$ cat src/rtl/i2s_rx_if.sv
// i2s_rx_if: serial I2S pins plus the parallel sample outputs of the receiver.
// master = the serial source / sample consumer, slave = the receiver.
interface i2s_rx_if #(
    parameter int WIDTH = 16
);
    logic             bck;
    logic             ws;
    logic             din;
    logic [WIDTH-1:0] left_data;
    logic [WIDTH-1:0] right_data;
    logic             sample_valid;
    logic             frame_err;

    modport master (
        output bck, ws, din,
        input  left_data, right_data, sample_valid, frame_err
    );

    modport slave (
        input  bck, ws, din,
        output left_data, right_data, sample_valid, frame_err
    );
endinterface

$ cat src/rtl/i2s_rx.sv
// i2s_rx: I2S receive slave. bck/ws/din are oversampled in the clk domain,
// words are deserialised MSB first and latched into left/right registers.
// Optional macro I2S_RX_FRAME_CHECK_EN enables short-word reporting on
// frame_err and drops the pending left word of a broken frame.
module i2s_rx #(
    parameter int WIDTH = 16,
    parameter int DELAY = 0
) (
    input  logic     clk,
    input  logic     rst,
    i2s_rx_if.slave  bus
);
    localparam int             CW       = $clog2(WIDTH + 1);
    localparam logic [CW-1:0]  CNT_MAX  = CW'(WIDTH);
    localparam logic [CW-1:0]  CNT_LAST = CW'(WIDTH - 1);

    typedef enum logic [1:0] {HUNT, SKIP, SHIFT, IDLE} state_t;

    state_t           state_q, state_d;
    logic             bck_s1_q, bck_s2_q, bck_s3_q;
    logic             ws_s1_q, ws_s2_q;
    logic             din_s1_q, din_s2_q;
    logic             ws_prev_q, ws_seen_q;
    logic             word_ws_q, word_ws_d;
    logic [CW-1:0]    cnt_q, cnt_d, cnt_base;
    logic [WIDTH-1:0] shreg_q, shreg_d;
    logic [WIDTH-1:0] left_q, left_d;
    logic [WIDTH-1:0] right_q, right_d;
    logic             pend_q, pend_d;
    logic             valid_q, valid_d;
    logic             bit_ev, start, shift_en, done;
`ifdef I2S_RX_FRAME_CHECK_EN
    logic             ferr_q, ferr_d;
    logic             short_w;
`endif

    // two-flop synchronizers, third bck flop for rise detection
    always_ff @(posedge clk or posedge rst) begin
        if (rst) begin
            bck_s1_q <= 1'b0;
            bck_s2_q <= 1'b0;
            bck_s3_q <= 1'b0;
            ws_s1_q  <= 1'b0;
            ws_s2_q  <= 1'b0;
            din_s1_q <= 1'b0;
            din_s2_q <= 1'b0;
        end else begin
            bck_s1_q <= bus.bck;
            bck_s2_q <= bck_s1_q;
            bck_s3_q <= bck_s2_q;
            ws_s1_q  <= bus.ws;
            ws_s2_q  <= ws_s1_q;
            din_s1_q <= bus.din;
            din_s2_q <= din_s1_q;
        end
    end

    assign bit_ev = bck_s2_q & ~bck_s3_q;
    // the first bit event after reset only records ws, it cannot start a word
    assign start  = bit_ev & ws_seen_q & (ws_s2_q != ws_prev_q);

    // state register
    always_ff @(posedge clk or posedge rst) begin
        if (rst) state_q <= HUNT;
        else     state_q <= state_d;
    end

    // next-state logic
    always_comb begin
        state_d = state_q;
        if (done)
            state_d = IDLE;
        else if (start)
            state_d = (DELAY == 0) ? SHIFT : SKIP;
        else if (bit_ev && state_q == SKIP)
            state_d = SHIFT;
    end

    // control decode and datapath next values
    // SKIP is entered on the transition bit itself, so the next bit is the MSB
    always_comb begin
        word_ws_d = word_ws_q;
        cnt_d     = cnt_q;
        shreg_d   = shreg_q;
        left_d    = left_q;
        right_d   = right_q;
        pend_d    = pend_q;
        valid_d   = 1'b0;
        done      = 1'b0;
`ifdef I2S_RX_FRAME_CHECK_EN
        ferr_d    = 1'b0;
        short_w   = start && (state_q == SKIP || state_q == SHIFT);
`endif
        if (start) begin
            word_ws_d = ws_s2_q;
            cnt_d     = '0;
        end
        cnt_base = start ? '0 : cnt_q;
        shift_en = bit_ev && ((start && DELAY == 0) ||
                              (!start && (state_q == SHIFT || state_q == SKIP)));
        if (shift_en) begin
            shreg_d = {shreg_q[WIDTH-2:0], din_s2_q};
            if (cnt_base != CNT_MAX)
                cnt_d = cnt_base + 1'b1;
            done = (cnt_base == CNT_LAST);
        end
`ifdef I2S_RX_FRAME_CHECK_EN
        if (short_w) begin
            ferr_d = 1'b1;
            pend_d = 1'b0;
        end
`endif
        if (done) begin
            if (word_ws_d) begin
                left_d = shreg_d;
                pend_d = 1'b1;
            end else begin
                right_d = shreg_d;
                valid_d = pend_q;
                pend_d  = 1'b0;
            end
        end
    end

    // datapath registers
    always_ff @(posedge clk or posedge rst) begin
        if (rst) begin
            ws_prev_q <= 1'b0;
            ws_seen_q <= 1'b0;
            word_ws_q <= 1'b0;
            cnt_q     <= '0;
            shreg_q   <= '0;
            left_q    <= '0;
            right_q   <= '0;
            pend_q    <= 1'b0;
            valid_q   <= 1'b0;
        end else begin
            if (bit_ev) begin
                ws_prev_q <= ws_s2_q;
                ws_seen_q <= 1'b1;
            end
            word_ws_q <= word_ws_d;
            cnt_q     <= cnt_d;
            shreg_q   <= shreg_d;
            left_q    <= left_d;
            right_q   <= right_d;
            pend_q    <= pend_d;
            valid_q   <= valid_d;
        end
    end

`ifdef I2S_RX_FRAME_CHECK_EN
    // short-word strobe register
    always_ff @(posedge clk or posedge rst) begin
        if (rst) ferr_q <= 1'b0;
        else     ferr_q <= ferr_d;
    end
    assign bus.frame_err = ferr_q;
`else
    assign bus.frame_err = 1'b0;
`endif

    assign bus.left_data    = left_q;
    assign bus.right_data   = right_q;
    assign bus.sample_valid = valid_q;
endmodule
$ cat src/flat_wrapper.sv
// flat-port wrapper written by rule: the top's interface ports become plain ports
module i2s_rx_flat 
#(
    parameter int WIDTH = 16,
    parameter int DELAY = 0
)
  (clk, rst, bus_bck, bus_ws, bus_din, bus_left_data, bus_right_data, bus_sample_valid, bus_frame_err);
  i2s_rx_if #(.WIDTH(WIDTH)) bus_i ();
  input  logic clk;
  input  logic rst;
  input wire logic [$bits(bus_i.bck)-1:0] bus_bck;
  input wire logic [$bits(bus_i.ws)-1:0] bus_ws;
  input wire logic [$bits(bus_i.din)-1:0] bus_din;
  output wire logic [$bits(bus_i.left_data)-1:0] bus_left_data;
  output wire logic [$bits(bus_i.right_data)-1:0] bus_right_data;
  output wire logic [$bits(bus_i.sample_valid)-1:0] bus_sample_valid;
  output wire logic [$bits(bus_i.frame_err)-1:0] bus_frame_err;
  assign bus_i.bck = bus_bck;
  assign bus_i.ws = bus_ws;
  assign bus_i.din = bus_din;
  assign bus_left_data = bus_i.left_data;
  assign bus_right_data = bus_i.right_data;
  assign bus_sample_valid = bus_i.sample_valid;
  assign bus_frame_err = bus_i.frame_err;
  i2s_rx #(.WIDTH(WIDTH), .DELAY(DELAY)) u_core (.clk(clk), .rst(rst), .bus(bus_i));
endmodule
$ cat config.mk
export PLATFORM = sky130hd
export DESIGN_NAME = i2s_rx_flat
export DESIGN_NICKNAME = d
export VERILOG_FILES = /design/src/rtl/i2s_rx_if.sv /design/src/rtl/i2s_rx.sv /design/src/flat_wrapper.sv
export SDC_FILE = /design/constraint.sdc
export NUM_CORES = 1
export LEC_CHECK = 0
export ABC_CLOCK_PERIOD_IN_PS = 2900
export BUFFER_PORTS_ARGS = -buffer_cell sky130_fd_sc_hd__buf_2
export CORE_MARGIN = 2
export CORE_UTILIZATION = 50
export CTS_CLUSTER_DIAMETER = 80
export DETAILED_ROUTE_END_ITERATION = 7
export PLACE_DENSITY_LB_ADDON = 0.05
export SKIP_LAST_GASP = 1
export SLEW_MARGIN = 20
export SYNTH_ARGS = -nofsm -noshare
export SYNTH_HDL_FRONTEND = slang
export SYNTH_SLANG_ARGS = --single-unit
$ cat constraint.sdc
create_clock -name clk -period 2.9 [get_ports clk]
set_input_delay 0.145 -clock clk [delete_from_list [all_inputs] [get_ports clk]]
set_output_delay 0.145 -clock clk [all_outputs]
set_load 0.01 [all_outputs]
Yosys cells after proc, flatten, opt, wreduce, memory -nomap -nowiden. Cells that the tools add are included.

Add/subtract/negate cells: 1. $mul: 0. Div/mod/pow operators: 0. Magnitude comparators: 0. Equality and inequality tests: 5. Shift-type cells: 0. Mux-type cells: 12. Bitwise logic cells: 5. Reduce and logical (&&, ||, !) cells: 9.

Operators with widths (count): 2-to-1 mux 16 bit (1); 2-to-1 mux 5 bit (3); 2-to-1 mux 2 bit (3); adder 5 x 1 -> 5 bit (second input constant) (1); equality test 5 x 4 -> 1 bit (second input constant) (1); 2-to-1 mux 1 bit (5); != test 5 bit (second input constant) (1); AND reduction 2 bit (2); bitwise AND 1 bit (3); logical AND 1 bit (3); nonzero test 3 bit (1); equality test 2 x 1 -> 1 bit (second input constant) (1); equality test 2 bit (second input constant) (1); logical OR 1 bit (2); inverter 1 bit (2); logical NOT 1 bit (1); != test 1 bit (1).

Register bits: 67. Latch bits: 0. Memory bits (writable): 0. ROM bits: 0. Bits of input ports: 5. Output and inout port bits: 34. Word-level logic and storage cells: 49. Memories kept: 0.

Logic depth before layout (Yosys ltp). Gate-level depths: netlist of run 1.

Word-level depth: 10. Gate-level depth with buffers: 15. Mapped depth without buffers: 11.

Least setup slack after synthesis of run 1. Ideal clock, no wire load.

Path type: reg2reg. Start: register u_core.bck_s2_q. End: register u_core.left_q[0] (netlist: u_core.bus.left_data[0]). Library setup time: 0.125 ns. Data arrival time: 2.918 ns. Required time: 2.775 ns. Slack: -0.143 ns. Stages on the path, launching flop included: 16. Path buffers: 4. Clock period less this slack: 3.043 ns. Cell sequence: dfrtp_1 nor2b_1 buf_2 nand3_1 clkbuf_1 nand2_1 inv_1 ha_1 and4_1 ha_1 and4b_1 a22o_4 or3b_1 buf_6 buf_12 mux2_4.

Longest elaborated chain between the ends: 9. Elaborated cells between the ends (all ways): 13. Classes of those cells: eq/ne (1); mux (4); bitwise (3); reduce/logical (5).

RTL lines: start: declaration (line i2s_rx.sv:20) `logic bck_s1_q, bck_s2_q, bck_s3_q;`; start signal: assignment (line i2s_rx.sv:49) `bck_s2_q <= bck_s1_q;`; bitwise AND 1 bit (*) (line i2s_rx.sv:58) `assign bit_ev = bck_s2_q & ~bck_s3_q;`; parallel branches: the longest is 8 deep, another holds 2-to-1 mux 5 bit; end signal: assignment (line i2s_rx.sv:145) `left_q <= left_d;`; end: declaration (line i2s_rx.sv:27) `logic [WIDTH-1:0] left_q, left_d;`.

Mark *: on every way between the ends. A chain may end at the register's enable or synchronous reset.

Worst setup path in the final report of run 1.
Start: register u_core.ws_prev_q. End: register u_core.left_q[9] (netlist: u_core.bus.left_data[9]).

Longest elaborated chain between the ends: 8. Elaborated cells between the ends (all ways): 12. Classes of those cells: eq/ne (2); mux (4); bitwise (1); reduce/logical (5).

RTL lines: start: declaration (line i2s_rx.sv:23) `logic ws_prev_q, ws_seen_q;`; start signal: assignment (line i2s_rx.sv:139) `ws_prev_q <= ws_s2_q;`; != test 1 bit (*) (line i2s_rx.sv:60) `assign start = bit_ev & ws_seen_q & (ws_s2_q != ws_prev_q);`; bitwise AND 1 bit (*) (line i2s_rx.sv:60); parallel branches: the longest is 6 deep, another holds 2-to-1 mux 5 bit.

Marks and branches as above.

==> results.sh, run 1 <==
export IMPL_yosys_warnings=0
export IMPL_path_delay_family="simple AND/OR/NAND/NOR gates"
export IMPL_r2r_cells=12
export IMPL_insertion_delay_ns=0.33
export IMPL_crit_fanout=8
export IMPL_cts_sinks=66
export IMPL_via_per_inst=5.04
export IMPL_required_ns=3.11
export IMPL_ff_latch_area_mm2=0.00165
export IMPL_wire_per_inst_um=15.8
export IMPL_worstMarginPinSlew_ns=0.556
export IMPL_cp_cell_sequence="xor2_2, nand3_2, nand2_2, inv_1, ha_4, and4_1, ha_2, and4b_1, a22o_4, or3b_4, buf_8, mux2_2"
export IMPL_critPathKind="reg2reg"
export IMPL_rsz0062_at_grt="no"
export IMPL_cts_tree="built"
export IMPL_synth_avg_cell_area_um2=15.1
export IMPL_die_w_um=76.6
export IMPL_hp_start="u_core.din_s1_q$_DFF_PP0_"
export IMPL_r2r_end="u_core.bus.left_data[9]$_DFFE_PP0P_"
export IMPL_critPathArrivalTime_ns=2.99
export IMPL_skew_ns=0.00876
export IMPL_path_buf_inv=2
export IMPL_slew_viol_final=0
export IMPL_grt_pass1_wl_mm=8.24
export IMPL_io_pin_count=39
export IMPL_area_delta_synth_final_pct=23.4
export IMPL_grt_ovfl_total=0
export IMPL_io_buffer_count=37
export IMPL_path_clk_slew_ns=0.07
export IMPL_outcome="finished clean"
export IMPL_cts_htree_levels=3
export IMPL_timing_final_ws_setup_ns=0.129
export IMPL_ir_drop_mv=0.361
export IMPL_rows=26
export IMPL_worstSetupEndpoint="u_core.bus.left_data[9]$_DFFE_PP0P_"
export IMPL_synthesis_area_mm2=0.00264
export IMPL_hp_class="reg2reg"
export IMPL_endpoint_kind="flip-flop"
export IMPL_grt_pass1_vias=1650
export IMPL_max_freq_ghz=0.361
export IMPL_fin_setup_tns_ns=0
export IMPL_synth_seq_cells=66
export IMPL_ys_seq_area_share_pct=62.6
export IMPL_period_needed_ns=2.77
export IMPL_routabilityCongestion=0.822
export IMPL_cp_start_kind="flip-flop"
export IMPL_vias=1548
export IMPL_period_share_pct=95.5
export IMPL_die_h_um=76.6
export IMPL_p_per_area_mw_per_mm2=756
export IMPL_critical_path_depth=12
export IMPL_r2r_start="u_core.ws_prev_q$_DFFE_PP0N_"
export IMPL_rrSetupSlack_ns=0.13
export IMPL_pre_cts_ws_ns=0.0947
export IMPL_root_buffer="clkbuf_8"
export IMPL_startpoint="u_core.ws_prev_q$_DFFE_PP0N_"
export IMPL_clockBufferDepth=2
export IMPL_hold_violations=0
export IMPL_initial_core_util_pct=51.6
export IMPL_finalSetupViolations=0
export IMPL_postRouteAntennaNets=0
export IMPL_grt_max_degree=29
export IMPL_multi_input_area_um2=931
export IMPL_relSlewSlack_pct=62.8
export IMPL_antenna_found_initial=0
export IMPL_cp_slowest_cell="dfrtp_1"
export IMPL_cpPeakStageDelay_ns=0.42
export IMPL_dp_hpwl_mm=3.12
export IMPL_cts_made_buffers=9
export IMPL_antenna_cells=0
export IMPL_synth_fp_nets=184
export IMPL_nets=241
export IMPL_layout_drive_gt1_share_pct=54.4
export IMPL_drt_iter0_drc=66
export IMPL_cap_violations=0
export IMPL_grt_usage_pct=18.5
export IMPL_core_area_mm2=0.00511
export IMPL_leakagePower_nw=1.71
export IMPL_synth_distinct_cells=34
export IMPL_nFillCells=399
export IMPL_synth_cells=175
export IMPL_die_area_mm2=0.00587
export IMPL_drtPass1Iterations=4
export IMPL_wl_mm=4.86
export IMPL_drc_errors=0
[worst min path at each step]
stage | to | cells after the start | slack (ns)
finish | u_core.din_s2_q$_DFF_PP0_ | 0 | 0.36
global route | u_core.din_s2_q$_DFF_PP0_ | 0 | 0.37
CTS | u_core.din_s2_q$_DFF_PP0_ | 0 | 0.36
detailed placement | u_core.bck_s1_q$_DFF_PP0_ | 2 | 0.19
global placement | u_core.bck_s1_q$_DFF_PP0_ | 2 | 0.17
floorplan | u_core.bck_s1_q$_DFF_PP0_ | 0 | 0.18
[state kept, by name, summed over array words and instances, names as in the netlist, 2 cells and up]
signal,count
u_core.bus.left_data,16
u_core.bus.right_data,16
u_core.shreg_q,15
u_core.cnt_q,5
u_core.state_q,2
[layout make-up]
cell class	count	share of cell area [%]
clock inverter	6	2.77
sequential	66	50.7
timing repair buffer	54	10.3
tap	70	2.69
inverter	6	0.692
multi-input combinational	95	28.6
clock buffer	10	4.23
[synthesized netlist by cell type (all sizes together)]
library cell | instances | share of area, %
xor2 | 2 | 0.95
a22o | 1 | 0.66
xnor2 | 1 | 0.33
o31ai | 1 | 0.28
and2 | 1 | 0.24
nand3 | 2 | 0.38
a32o | 1 | 0.38
a31o | 2 | 0.66
ha | 4 | 1.9
mux2 | 48 | 22
and4b | 1 | 0.38
nor3b | 1 | 0.28
buf | 7 | 2.2
and4 | 1 | 0.33
a21oi | 2 | 0.38
nor2 | 3 | 0.43
or3b | 1 | 0.33
nor2b | 2 | 0.47
inv | 6 | 0.85
conb | 1 | 0.14
a31oi | 1 | 0.24
nand4b | 1 | 0.33
or2 | 2 | 0.47
dfrtp | 66 | 63
nand4 | 1 | 0.24
nand2 | 9 | 1.3
o21ai | 6 | 1.3
clkbuf | 1 | 0.14
[through the flow]
step	instances	cell area (µm²)	utilization [%]	hold WS, ns	power, mW
final	307	3250	63.7	0.356	2.46
after CTS	303	3190	62.5	0.359	2.44
after detailed placement	283	2920	57.2	0.192	1.58
after global routing	307	3250	63.7	0.371	2.60
after floorplan	175	2660	-	0.176	1.46
after global placement	283	2920	57.2	0.172	1.55
[kinds of logic after synthesis]
logic type,synth area share (%)
DFF,62.6
muxes,21.8
and+or+nand+nor,5.17
AOI/OAI and AO/OA,3.89
buffers and inverters,3.23
adders and majority gates,1.90
xor gates and xnor gates,1.28
other,0.142
[cells in the final DEF, fill, tap and decap left out, types with 3 or more instances in the layout]
cell type      instances
dfrtp_1               66
mux2_2                39
buf_2                 37
buf_4                 11
clkbuf_8              10
mux2_4                 9
nand2_1                7
inv_1                  5
o21ai_0                5
dlygate4sd3_1          4
nor2_1                 3
[timing repair]
item	in CTS	in global routing
setup endpoints to repair	0	30
setup buffers	0	4
hold buffers	4	0
endpoints found under the hold margin	24	0
resized for setup	0	9
[metal layers]
metal | global-route usage (%) | wire, µm | vias to the layer above
met5 | 0 | 0 | -
met4 | 8.55 | 57 | 0
met3 | 5.81 | 191 | 4
met2 | 27.6 | 2330 | 37
met1 | 24.9 | 2290 | 785
li1 | - | - | 722
[where the power goes]
part,switching [mW],internal [mW]
combinational,0.160,0.212
clock,0.350,0.509
sequential,0.148,1.08
total,0.658,1.80
No activity file was read; power rests on OpenSTA's default activity.
==> run 2: changes to the inputs <==
--- a/config.mk
+++ b/config.mk
@@ -5,7 +5,7 @@
 export SDC_FILE = /design/constraint.sdc
 export NUM_CORES = 1
 export LEC_CHECK = 0
-export ABC_CLOCK_PERIOD_IN_PS = 2900
+export ABC_CLOCK_PERIOD_IN_PS = 3400
 export BUFFER_PORTS_ARGS = -buffer_cell sky130_fd_sc_hd__buf_2
 export CORE_MARGIN = 2
 export CORE_UTILIZATION = 50
==> constraint.sdc (replaced) <==
create_clock -name clk -period 3.4 [get_ports clk]
set_input_delay 0.17 -clock clk [delete_from_list [all_inputs] [get_ports clk]]
set_output_delay 0.17 -clock clk [all_outputs]
set_load 0.01 [all_outputs]
==> run 2 against run 1 <==
Effect of this change: sequential power down 15%; hold slack got worse by 0.34 ns; power is 19% lower; clock power fell by 21%; flip-flop and latch count stayed put; register-to-register slack gained 0.31 ns; critical path type unchanged; largest cell class unchanged; highest routed layer unchanged.
==> results.sh, run 2 (same netlist as run 1, synthesis figures left out) <==
export IMPL_path_clk_slew_ns=0.07
export IMPL_pre_cts_ws_ns=0.432
export IMPL_p_per_area_mw_per_mm2=638
export IMPL_root_buffer="clkbuf_8"
export IMPL_io_buffer_count=37
export IMPL_critPathArrivalTime_ns=3.19
export IMPL_vias=1527
export IMPL_grt_pass1_wl_mm=7.82
export IMPL_wire_per_inst_um=14.9
export IMPL_cap_violations=0
export IMPL_antenna_found_initial=0
export IMPL_die_h_um=76.6
export IMPL_grt_usage_pct=17.4
export IMPL_rsz0062_at_grt="no"
export IMPL_cts_tree="built"
export IMPL_cts_setup_buffers=0
export IMPL_final_common_cell="dfrtp_1"
export IMPL_cp_common_cell="ha_1"
export IMPL_fin_setup_tns_ns=0
export IMPL_final_cell_mix="66 x dfrtp_1, 39 x mux2_2, 37 x buf_2"
export IMPL_grt_max_degree=45
export IMPL_hold_violations=0
export IMPL_postRouteAntennaNets=0
export IMPL_ir_drop_mv=0.299
export IMPL_cts_made_buffers=9
export IMPL_period_needed_ns=2.96
export IMPL_hp_class="in2async"
export IMPL_leakagePower_nw=1.66
export IMPL_cp_start_kind="flip-flop"
export IMPL_drt_iter0_drc=36
export IMPL_die_area_mm2=0.00587
export IMPL_via_per_inst=5.12
export IMPL_slew_viol_final=0
export IMPL_design_area_mm2=0.00313
export IMPL_cpPeakStageDelay_ns=0.42
export IMPL_max_freq_ghz=0.338
export IMPL_crit_fanout=17
export IMPL_die_w_um=76.6
export IMPL_finalSetupViolations=0
export IMPL_io_pin_count=39
export IMPL_dpl_cell_area_mm2=0.00289
export IMPL_antenna_cells=0
export IMPL_layout_drive_gt1_share_pct=50.0
export IMPL_drtPass1Iterations=4
export IMPL_outcome="finished clean"
export IMPL_timing_final_ws_setup_ns=0.438
export IMPL_relSlewSlack_pct=36.1
export IMPL_clockBufferDepth=2
export IMPL_endpoint_kind="flip-flop"
export IMPL_dp_hpwl_mm=2.94
export IMPL_grt_ovfl_total=0
export IMPL_cts_sinks=66
export IMPL_skew_ns=0.0103
export IMPL_drc_errors=0
export IMPL_routabilityCongestion=0.815
export IMPL_stdcell_count=298
export IMPL_worstMarginPinSlew_ns=0.959
export IMPL_required_ns=3.62
export IMPL_cts_htree_levels=3
export IMPL_cp_slowest_cell="dfrtp_1"
export IMPL_area_delta_synth_final_pct=18.5
export IMPL_period_share_pct=87.1
export IMPL_nets=232
export IMPL_wl_mm=4.44
export IMPL_rows=26
export IMPL_grt_pass1_vias=1569
export IMPL_insertion_delay_ns=0.34
export IMPL_dp_cells=279
export IMPL_initial_core_util_pct=51.6
export IMPL_critPathKind="reg2reg"
export IMPL_core_area_mm2=0.00511
export IMPL_cp_cell_sequence="xor2_2, nand3_1, nand2_1, inv_1, ha_1, and4_1, ha_1, and4b_1, a22o_4, o21ai_2, mux2_2"
## run 2: cell count changes in the layout (fill, tap and decap cells not counted), moves of 2 or more
cell and delta:
nand2_1 +2, inv_6 +2, nand2_2 -2, ha_1 +2, buf_4 -6, clkinv_4 -2
## run 2: final cells by class
type                       count  area [µm²]
timing repair buffer          45         253
clock buffer                  11         151
inverter                       6        22.5
clock inverter                 5        60.1
multi-input combinational     95         901
fill                         425        1980
sequential                    66        1650
tap                           70        87.6
## run 2: final timing paths
check,depth (start not counted),slack [ns],endpoint,startpoint
worst min-delay path,2,0.01,u_core.bus.left_data[10]$_DFFE_PP0P_,rst
min in group clk,0,0.36,u_core.ws_s2_q$_DFF_PP0_,u_core.ws_s1_q$_DFF_PP0_
worst min register to register,0,0.36,u_core.ws_s2_q$_DFF_PP0_,u_core.ws_s1_q$_DFF_PP0_
worst max register to register,11,0.44,u_core.bus.right_data[1]$_DFFE_PP0P_,u_core.ws_s2_q$_DFF_PP0_
max in group asynchronous,3,2.57,u_core.cnt_q[3]$_DFF_PP0_,rst
worst max-delay path,11,0.44,u_core.bus.right_data[1]$_DFFE_PP0P_,u_core.ws_s2_q$_DFF_PP0_
## run 2: metrics by stage
step	hold slack, ns	util, %	power (mW)
2_1_floorplan	0.201	-	1.24
3_3_place_gp	0.280	56.5	1.31
3_5_place_dp	0.283	56.5	1.33
4_1_cts	0.0295	61.2	2.03
5_1_grt	0.0940	61.2	2.12
6_report	0.0118	61.2	1.99
## run 2: layer usage
| layer | GRT usage [%] | wire length (µm) | vias up |
|---|---|---|---|
| li1 | - | - | 706 |
| met5 | 0 | 0 | - |
| met1 | 22.7 | 2010 | 776 |
| met2 | 26.0 | 2150 | 39 |
| met4 | 7.64 | 65 | 0 |
| met3 | 6.75 | 218 | 6 |
## run 2: what timing repair did
item	4_1_cts	5_1_grt
endpoints found under the hold margin	3	0
hold buffers	3	0
resized for setup	0	0
## run 2: critical path: cells and delay by family, from the launching register on
| kind | cells | cell delay (ns) |
|---|---|---|
| compound gates | 2 | 0.64 |
| simple gates | 4 | 0.67 |
| flops | 1 | 0.42 |
| mux | 1 | 0.42 |
| buf+inv | 1 | 0.05 |
| fa+ha+maj | 2 | 0.43 |
| xor+xnor | 1 | 0.22 |
## run 2: power breakdown
group	total (mW)	internal (mW)	leakage, nW	switching, mW
Sequential	1.04	0.922	0.855	0.120
Clock	0.680	0.382	0.106	0.298
Combinational	0.273	0.156	0.697	0.117
==> run 3: changes to the inputs <==
--- a/config.mk
+++ b/config.mk
@@ -11,7 +11,7 @@
 export CORE_UTILIZATION = 50
 export CTS_CLUSTER_DIAMETER = 80
 export DETAILED_ROUTE_END_ITERATION = 7
-export PLACE_DENSITY_LB_ADDON = 0.05
+export PLACE_DENSITY = 0.78
 export SKIP_LAST_GASP = 1
 export SLEW_MARGIN = 20
 export SYNTH_ARGS = -nofsm -noshare
==> run 3 against run 2 <==
Effect of this change: largest power group unchanged; clock-buffer cell count grew 2; final area shrank 1.2%; critical endpoint is now u_core.bus.right_data[9]$_DFFE_PP0P_; clock skew shrank 0.0064 ns; non-clock buffer count grew 1; critical path depth is the same; maximum frequency shrank 0.87%; clock power shrank 19%.
==> results.sh, run 3 (same netlist as run 1, synthesis figures left out) <==
export IMPL_final_cell_mix="66 x dfrtp_1, 39 x mux2_2, 37 x buf_2"
export IMPL_required_ns=3.62
export IMPL_cp_start_kind="flip-flop"
export IMPL_core_area_mm2=0.00511
export IMPL_design_area_mm2=0.00309
export IMPL_fin_util_pct=60.5
export IMPL_io_buffer_count=37
export IMPL_antenna_found_initial=0
export IMPL_startpoint="u_core.ws_s2_q$_DFF_PP0_"
export IMPL_via_per_inst=5.04
export IMPL_rrSetupSlack_ns=0.41
export IMPL_path_clk_slew_ns=0.06
export IMPL_cts_htree_levels=3
export IMPL_grt_usage_pct=17.6
export IMPL_outcome="finished clean"
export IMPL_antenna_cells=0
export IMPL_die_h_um=76.6
export IMPL_drt_iter0_drc=60
export IMPL_skew_ns=0.00393
export IMPL_finalSetupViolations=0
export IMPL_drtPass1Iterations=4
export IMPL_p_per_area_mw_per_mm2=606
export IMPL_dp_hpwl_mm=2.91
export IMPL_ir_drop_mv=0.316
export IMPL_hp_class="reg2reg"
export IMPL_rsz0062_at_grt="no"
export IMPL_clockBufferDepth=2
export IMPL_worstMarginPinSlew_ns=0.922
export IMPL_relSlewSlack_pct=38.5
export IMPL_nets=233
export IMPL_rows=26
export IMPL_critPathKind="reg2reg"
export IMPL_drc_errors=0
export IMPL_dpl_cell_area_mm2=0.00289
export IMPL_period_share_pct=87.9
export IMPL_cts_made_buffers=9
export IMPL_final_common_cell="dfrtp_1"
export IMPL_grt_pass1_vias=1533
export IMPL_fin_setup_tns_ns=0
export IMPL_die_area_mm2=0.00587
export IMPL_grt_pass1_wl_mm=7.80
export IMPL_cts_sinks=66
export IMPL_worstSetupEndpoint="u_core.bus.right_data[9]$_DFFE_PP0P_"
export IMPL_cts_tree="built"
export IMPL_postRouteAntennaNets=0
export IMPL_layout_drive_gt1_share_pct=48.5
export IMPL_grt_ovfl_total=0
export IMPL_wire_per_inst_um=14.5
export IMPL_r2r_end="u_core.bus.right_data[9]$_DFFE_PP0P_"
export IMPL_endpoint_kind="flip-flop"
export IMPL_crit_fanout=17
export IMPL_insertion_delay_ns=0.33
export IMPL_io_pin_count=39
export IMPL_critPathArrivalTime_ns=3.21
export IMPL_leakagePower_nw=1.64
export IMPL_period_needed_ns=2.99
export IMPL_holdPathStages=0
export IMPL_routabilityCongestion=0.721
export IMPL_r2r_start="u_core.ws_s2_q$_DFF_PP0_"
export IMPL_slew_viol_final=0
export IMPL_grt_max_degree=35
export IMPL_cap_violations=0
export IMPL_root_buffer="clkbuf_8"
export IMPL_initial_core_util_pct=51.6
export IMPL_hold_violations=0
export IMPL_wl_mm=4.34
export IMPL_hp_start="u_core.din_s1_q$_DFF_PP0_"
export IMPL_max_freq_ghz=0.335
export IMPL_area_delta_synth_final_pct=17.1
export IMPL_r2r_cells=11
export IMPL_die_w_um=76.6
export IMPL_vias=1508
## run 3: timing repair
action	in CTS	in global routing
buffers inserted	0	0
gates resized for setup	0	0
setup endpoints to repair	0	0
hold endpoints to repair	35	0
hold buffers	4	0
## run 3: area by class of cell
cell class	count	area, µm²
Timing Repair Buffer	46	263
Tap cell	70	87.6
Sequential cell	66	1650
Inverter	6	22.5
Multi-Input combinational cell	95	901
Fill cell	395	2020
Clock inverter	3	15.0
Clock buffer	13	149
## run 3: metal layers
| metal | wire, µm | vias up | global-route usage, % |
|---|---|---|---|
| met5 | 0 | - | 0 |
| met3 | 166 | 9 | 6.52 |
| met2 | 2080 | 23 | 25.0 |
| met4 | 77 | 0 | 9.64 |
| met1 | 2010 | 771 | 23.3 |
| li1 | - | 705 | - |
## run 3: how the worst min path moves through the flow
stage / endpoint / slack [ns]
6_report: u_core.din_s2_q$_DFF_PP0_ / 0.35
5_1_grt: u_core.din_s2_q$_DFF_PP0_ / 0.36
4_1_cts: u_core.din_s2_q$_DFF_PP0_ / 0.36
3_5_place_dp: u_core.din_s1_q$_DFF_PP0_ / 0.28
3_3_place_gp: u_core.din_s1_q$_DFF_PP0_ / 0.28
2_1_floorplan: u_core.bck_s1_q$_DFF_PP0_ / 0.20
## run 3: report_power, final
group          internal, mW  switching, mW  total, mW
Combinational         0.156          0.117      0.273
Sequential            0.922          0.127       1.05
Clock                 0.281          0.267      0.548
## run 3: per-stage QoR
step                      total power, mW  cells  setup slack [ns]  hold slack, ns
after floorplan                      1.24    175             0.357           0.201
after global placement               1.32    279             0.506           0.280
after detailed placement             1.34    279             0.415           0.279
after CTS                            1.89    299             0.400           0.356
after global routing                 1.98    299             0.209           0.357
final                                1.87    299             0.412           0.353
## run 3: critical path, stage by stage (launching register included)
cell     delay (ns)
dfrtp_1        0.42
xor2_2         0.22
nand3_1        0.17
nand2_1        0.13
inv_1          0.05
ha_1           0.22
and4_1         0.20
ha_1           0.20
and4b_1        0.22
a22o_4         0.27
o21ai_2        0.35
mux2_2         0.42
